==> src/rtl/fifo_flex_pkg.sv <==
// fifo_flex_pkg: shared defaults and elaboration-time helpers for fifo_flex.
package fifo_flex_pkg;

    localparam int DEF_DATA_WIDTH = 8;
    localparam int DEF_DEPTH      = 16;

    // Width of an occupancy counter that must represent 0..depth inclusive.
    function automatic int fifo_cnt_w(input int depth);
        return $clog2(depth + 1);
    endfunction

    // True when depth is a non-zero power of two.
    function automatic bit is_pow2(input int depth);
        return (depth > 0) && ((depth & (depth - 1)) == 0);
    endfunction

endpackage

==> src/rtl/fifo_flex_mem.sv <==
// fifo_flex_mem: simple dual-port storage array, synchronous write port and
// asynchronous (address-to-data) read port.
module fifo_flex_mem #(
    parameter int DATA_WIDTH = 8,
    parameter int DEPTH      = 16,
    parameter int ADDR_W     = 4
) (
    input  logic                  clk,
    input  logic                  wr_en,
    input  logic [ADDR_W-1:0]     wr_addr,
    input  logic [DATA_WIDTH-1:0] wr_data,
    input  logic [ADDR_W-1:0]     rd_addr,
    output logic [DATA_WIDTH-1:0] rd_data
);

    logic [DATA_WIDTH-1:0] mem_q [DEPTH];

    // Store the incoming word at the write address.
    // NOTE: storage is deliberately left out of reset; occupancy is tracked by
    // the pointers, so stale contents are never observed and the array can
    // map onto plain RAM without a reset network.
    always_ff @(posedge clk) begin
        if (wr_en) begin
            mem_q[wr_addr] <= wr_data;
        end
    end

    assign rd_data = mem_q[rd_addr];

endmodule

==> src/rtl/fifo_flex.sv <==
// fifo_flex: parametrised single-clock FIFO with occupancy count, programmable
// almost-full/almost-empty thresholds and optional first-word-fall-through.
// Optional sticky error flags (err_clr, overflow, underflow) are built when the
// macro FIFO_FLEX_ERR_STICKY_EN is defined.
module fifo_flex
    import fifo_flex_pkg::*;
#(
    parameter int DATA_WIDTH = DEF_DATA_WIDTH,
    parameter int DEPTH      = DEF_DEPTH,
    parameter int AF_THRESH  = DEPTH - 2,
    parameter int AE_THRESH  = 2,
    parameter int FWFT       = 0
) (
    input  logic                           clk,
    input  logic                           rst_n,
    input  logic                           wr_en,
    input  logic [DATA_WIDTH-1:0]          wr_data,
    output logic                           full,
    output logic                           almost_full,
    input  logic                           rd_en,
    output logic [DATA_WIDTH-1:0]          rd_data,
    output logic                           empty,
    output logic                           almost_empty,
    output logic [fifo_cnt_w(DEPTH)-1:0]   count
`ifdef FIFO_FLEX_ERR_STICKY_EN
    ,
    input  logic                           err_clr,
    output logic                           overflow,
    output logic                           underflow
`endif
);

    localparam int PTR_W = $clog2(DEPTH);
    localparam int CNT_W = fifo_cnt_w(DEPTH);

    localparam logic [CNT_W-1:0] DEPTH_C = CNT_W'(DEPTH);
    localparam logic [CNT_W-1:0] AF_C    = CNT_W'(AF_THRESH);
    localparam logic [CNT_W-1:0] AE_C    = CNT_W'(AE_THRESH);

    if (!is_pow2(DEPTH) || DEPTH < 2) begin : g_bad_depth
        $error("fifo_flex: DEPTH must be a power of two and >= 2");
    end
    if (AF_THRESH < 1 || AF_THRESH > DEPTH) begin : g_bad_af
        $error("fifo_flex: AF_THRESH must be in 1..DEPTH");
    end
    if (AE_THRESH < 0 || AE_THRESH > DEPTH - 1) begin : g_bad_ae
        $error("fifo_flex: AE_THRESH must be in 0..DEPTH-1");
    end

    logic [PTR_W-1:0]      wr_ptr_q, wr_ptr_d;
    logic [PTR_W-1:0]      rd_ptr_q, rd_ptr_d;
    logic [CNT_W-1:0]      count_q, count_d;
    logic                  empty_q, full_q, af_q, ae_q;
    logic [DATA_WIDTH-1:0] rd_data_q, rd_data_d;
    logic [DATA_WIDTH-1:0] mem_rd_data;
    logic                  wr_acc, rd_acc;

    fifo_flex_mem #(
        .DATA_WIDTH (DATA_WIDTH),
        .DEPTH      (DEPTH),
        .ADDR_W     (PTR_W)
    ) u_mem (
        .clk     (clk),
        .wr_en   (wr_acc),
        .wr_addr (wr_ptr_q),
        .wr_data (wr_data),
        .rd_addr (rd_ptr_q),
        .rd_data (mem_rd_data)
    );

    // Accept/reject decisions, next pointers, next count and next read word.
    // NOTE: every signal gets a default at the top of the block so no path can
    // leave it unassigned and infer a latch.
    always_comb begin
        wr_acc    = wr_en && !full_q;
        rd_acc    = rd_en && !empty_q;
        wr_ptr_d  = wr_ptr_q;
        rd_ptr_d  = rd_ptr_q;
        rd_data_d = rd_data_q;
        count_d   = count_q + CNT_W'(wr_acc) - CNT_W'(rd_acc);
        if (wr_acc) begin
            wr_ptr_d = wr_ptr_q + PTR_W'(1);
        end
        if (rd_acc) begin
            rd_ptr_d = rd_ptr_q + PTR_W'(1);
        end
        if (FWFT != 0) begin
            // Track the head word so it is still presented once the FIFO drains.
            if (!empty_q) begin
                rd_data_d = mem_rd_data;
            end
        end else if (rd_acc) begin
            rd_data_d = mem_rd_data;
        end
    end

    // Pointer, count, flag and read-data registers; flags follow count_d so they
    // change in the same cycle as count.
    // NOTE: sequential state uses non-blocking assignments so every flop samples
    // pre-edge values regardless of statement order.
    always_ff @(posedge clk or negedge rst_n) begin
        if (!rst_n) begin
            wr_ptr_q  <= '0;
            rd_ptr_q  <= '0;
            count_q   <= '0;
            empty_q   <= 1'b1;
            full_q    <= 1'b0;
            af_q      <= 1'b0;
            ae_q      <= 1'b1;
            rd_data_q <= '0;
        end else begin
            wr_ptr_q  <= wr_ptr_d;
            rd_ptr_q  <= rd_ptr_d;
            count_q   <= count_d;
            empty_q   <= (count_d == '0);
            full_q    <= (count_d == DEPTH_C);
            af_q      <= (count_d >= AF_C);
            ae_q      <= (count_d <= AE_C);
            rd_data_q <= rd_data_d;
        end
    end

    assign full         = full_q;
    assign empty        = empty_q;
    assign almost_full  = af_q;
    assign almost_empty = ae_q;
    assign count        = count_q;
    assign rd_data      = ((FWFT != 0) && !empty_q) ? mem_rd_data : rd_data_q;

`ifdef FIFO_FLEX_ERR_STICKY_EN
    logic overflow_q, overflow_d;
    logic underflow_q, underflow_d;

    // Sticky error flags: a rejected access sets, err_clr clears, set wins.
    always_comb begin
        overflow_d  = overflow_q;
        underflow_d = underflow_q;
        if (err_clr) begin
            overflow_d  = 1'b0;
            underflow_d = 1'b0;
        end
        if (wr_en && full_q) begin
            overflow_d = 1'b1;
        end
        if (rd_en && empty_q) begin
            underflow_d = 1'b1;
        end
    end

    // Sticky error flag registers.
    always_ff @(posedge clk or negedge rst_n) begin
        if (!rst_n) begin
            overflow_q  <= 1'b0;
            underflow_q <= 1'b0;
        end else begin
            overflow_q  <= overflow_d;
            underflow_q <= underflow_d;
        end
    end

    assign overflow  = overflow_q;
    assign underflow = underflow_q;
`endif

endmodule

==> config.mk <==
export PLATFORM = sky130hd
export DESIGN_NAME = fifo_flex
export DESIGN_NICKNAME = d
export VERILOG_FILES = /design/src/rtl/fifo_flex_pkg.sv /design/src/rtl/fifo_flex_mem.sv /design/src/rtl/fifo_flex.sv
export SDC_FILE = /design/constraint.sdc
export NUM_CORES = 1
export LEC_CHECK = 0
export ABC_CLOCK_PERIOD_IN_PS = 4890
export BUFFER_PORTS_ARGS = -buffer_cell sky130_fd_sc_hd__buf_4
export CAP_MARGIN = 20
export CORE_AREA = 2 2 133 148
export CTS_CLUSTER_DIAMETER = 30
export CTS_CLUSTER_SIZE = 24
export DETAILED_ROUTE_END_ITERATION = 10
export DIE_AREA = 0 0 135 150
export GPL_TIMING_DRIVEN = 0
export PLACE_DENSITY = 0.47
export SYNTH_ARGS = -nofsm -noshare
export SYNTH_HDL_FRONTEND = slang
export SYNTH_HIERARCHICAL = 1
export SYNTH_SLANG_ARGS = --single-unit
==> constraint.sdc <==
create_clock -name clk -period 4.89 [get_ports clk]
set_input_delay 0.978 -clock clk [delete_from_list [all_inputs] [get_ports clk]]
set_output_delay 0.978 -clock clk [all_outputs]
set_load 0.1 [all_outputs]
==> impl_metrics.ini <==
[setup_path]
worstSetupPathType = input pin to flip-flop
critPathCaptureType = flip-flop
crit_chain = buf_4 > nor2b_1 > clkbuf_1 > inv_1 > ha_1 > inv_1 > ha_1 > fa_1 > xor2_1 > or3_1 > a2111oi_1
worstPathArrival_ns = 3.55
crit_fanout = 9
critPathMaxStageDelay_ns = 0.43
path_delay_family = adder cells
cp_data_required_time_ns = 5.17
worstSetupStartpointType = input pin
path_buf_inv = 4
cp_slowest_cell = fa_1

[clock_tree]
clock-root-buffer = clkbuf_16
cts.repair.resized = 0
hold_buffers = 0
clk_path_buf_depth = 2
clk_latency_ns = 0.42
cts_setup_buffers = 0
cts_sinks = 153
cts_made_buffers = 17
cts_tree = done
path_clk_slew_ns = 0.06
ctsHtreeMaxLevel = 4

[floorplan]
fp.dieW_um = 135
boundaryPins = 29
die_area_mm2 = 0.0203
start_util_pct = 32.5
rows = 53
dieHeight_um = 150
core_mm2 = 0.0188

[timing]
rsz0062_at_grt = no
fin_crit_sh_pct = 66.9
timing.hold.ws_ns = 0.466
fin_setup_tns_ns = 0
worstMarginPinSlew_ns = 1.07
slew_headroom_pct = 28.2
skew_ns = 0.00687
setup_viol = 0
hold_viol_final = 0
maxSlewViolCount = 0
fin_crit_ns = 3.27
fmax_mhz = 305

[cells_and_area]
fill_cells = 1734
nNetsFinal = 374
drive_gt1_share_pct = 30.5
antenna_cells = 0
seqCellArea_mm2 = 0.00447
syn_to_final_growth_pct = 19.0
multi_input_area_mm2 = 0.00155

[worst_hold_path]
min_path_type = input pin to async pin

[global_route]
gr-total-overflow = 0
grt_max_degree = 26
grt.total_usage_pct = 13.4
grt_pass1_wl_um = 19000
grt_pass1_vias = 3132
antenna_found_initial = 0

[logic_synthesis]
yosysMostFrequentCell = edfxtp_1
ys_types = 43
ys_ff_latch = 153
avgSynthCellArea_um2 = 20.0
synth_common_cells = edfxtp_1 (128), dfrtp_1 (23), mux4_2 (18), a22oi_1 (16)
synthCells = 306
synth_edf_count = 128
synth_top_area_share_pct = 62.7
netlist_area_mm2 = 0.00613
netlist_top_cells_area = edfxtp_1 (63%), dfrtp_1 (9.4%), mux4_2 (6.6%), mux4_1 (6.0%), a22oi_1 (2.0%)
yosysSeqAreaShare_pct = 73.0
ys_warn_count = 6
async_reset_ff_share_pct = 16.3
synth_ff_type = edfxtp_1
syn_nets = 326
synth.largest_area_cell = edfxtp_1

[drt]
drt_first_pass_iters = 5
drt_wl_total_um = 12700
first_iter_violations = 247
vias = 3028
antenna_left = 0
avgRoutedWirePerCell_um = 20.6
avgViaCountPerCell = 4.93
drc_errors = 0

[run_status]
status = complete, no violations

[power]
power_density_mw_per_mm2 = 706
leakage_nw = 2.53
ir_drop_mv = 0.531

[flow_run]
drv_cap = 0

[placed_design]
hpwl_um = 8100
io_buffer_count = 28
globalplace.congestion = 0.730
path summary, 6_finish.rpt:
path,start,endpoint,slack (ns),cells after the start
min reg2reg,rd_data[7],rd_data[7],0.51,1
max reg2reg,full,empty,1.88,10
max in group asynchronous,rst_n,almost_empty,4.12,1
max,wr_en,empty,1.62,11
min in group clk,rd_data[7],rd_data[7],0.51,1
min,rst_n,rd_data[0],0.47,1
area by class of cell:
class	count	share of cell area (%)
repair buffers	29	2.95
multi-input cells	135	21.3
flip-flops and latches	153	61.3
well taps	247	4.24
plain buffers	12	1.30
inverters	6	0.309
clock buffers	17	5.83
clock inverters	15	2.75
flip-flops by register name, indices dropped and copies added, names as in the netlist:
name / cells
almost_full: 1
rd_ptr_q: 4
u_mem/mem_q: 128
full: 1
empty: 1
count: 5
rd_data: 8
wr_ptr_q: 4
almost_empty: 1
cells by family after synthesis:
| group | Yosys count | synth area share, % |
|---|---|---|
| flops | 153 | 73.0 |
| simple gates | 51 | 4.39 |
| mux | 42 | 14.5 |
| compound gates | 26 | 3.35 |
| buf+inv | 18 | 1.92 |
| xor+xnor | 8 | 1.14 |
| fa+ha+maj | 8 | 1.76 |
worst reg2reg max path, delay by kind of cell, from the launching register on:
kind,cells,cell delay [ns]
DFF,1,0.37
and+or+nand+nor,2,0.48
xor gates and xnor gates,1,0.22
buffers and inverters,3,0.51
adders and majority gates,3,0.92
AOI/OAI and AO/OA,1,0.37
report_power, final:
part	internal, W	switching, W
Sequential	0.00165	0.000129
Clock	0.000855	0.000521
Combinational	0.000717	0.00127
Total	0.00323	0.00192
cell usage in the layout, fill, tap and decap left out, types with 4 or more instances in the layout:
cell,count
a22oi_1,16
buf_2,5
buf_4,29
bufinv_16,4
clkbuf_16,17
dfrtp_1,23
edfxtp_1,128
ha_1,7
inv_1,6
mux2_2,10
mux4_1,14
mux4_2,18
nand2_1,11
nor2_1,14
xnor2_1,5
through the flow:
stage | area, µm² | util, % | cells | setup WS, ns | total power, W
after floorplan | 6130 | - | 306 | 1.69 | 0.00329
after global placement | 6650 | 35.3 | 581 | 1.16 | 0.00379
after detailed placement | 6670 | 35.4 | 582 | 1.18 | 0.00382
after CTS | 7290 | 38.7 | 614 | 1.62 | 0.00520
after global routing | 7290 | 38.7 | 614 | 1.38 | 0.00539
final | 7290 | 38.7 | 614 | 1.62 | 0.00515
layer usage:
metal / part of all wire, % / vias to the layer above / track usage, %
li1: - / 1346 / -
met1: 47 / 1625 / 17.3
met2: 50 / 45 / 21.9
met3: 2.4 / 12 / 3.59
met4: 1.3 / 0 / 4.69
met5: 0 / - / 0
(Power assumes the default switching activity.)
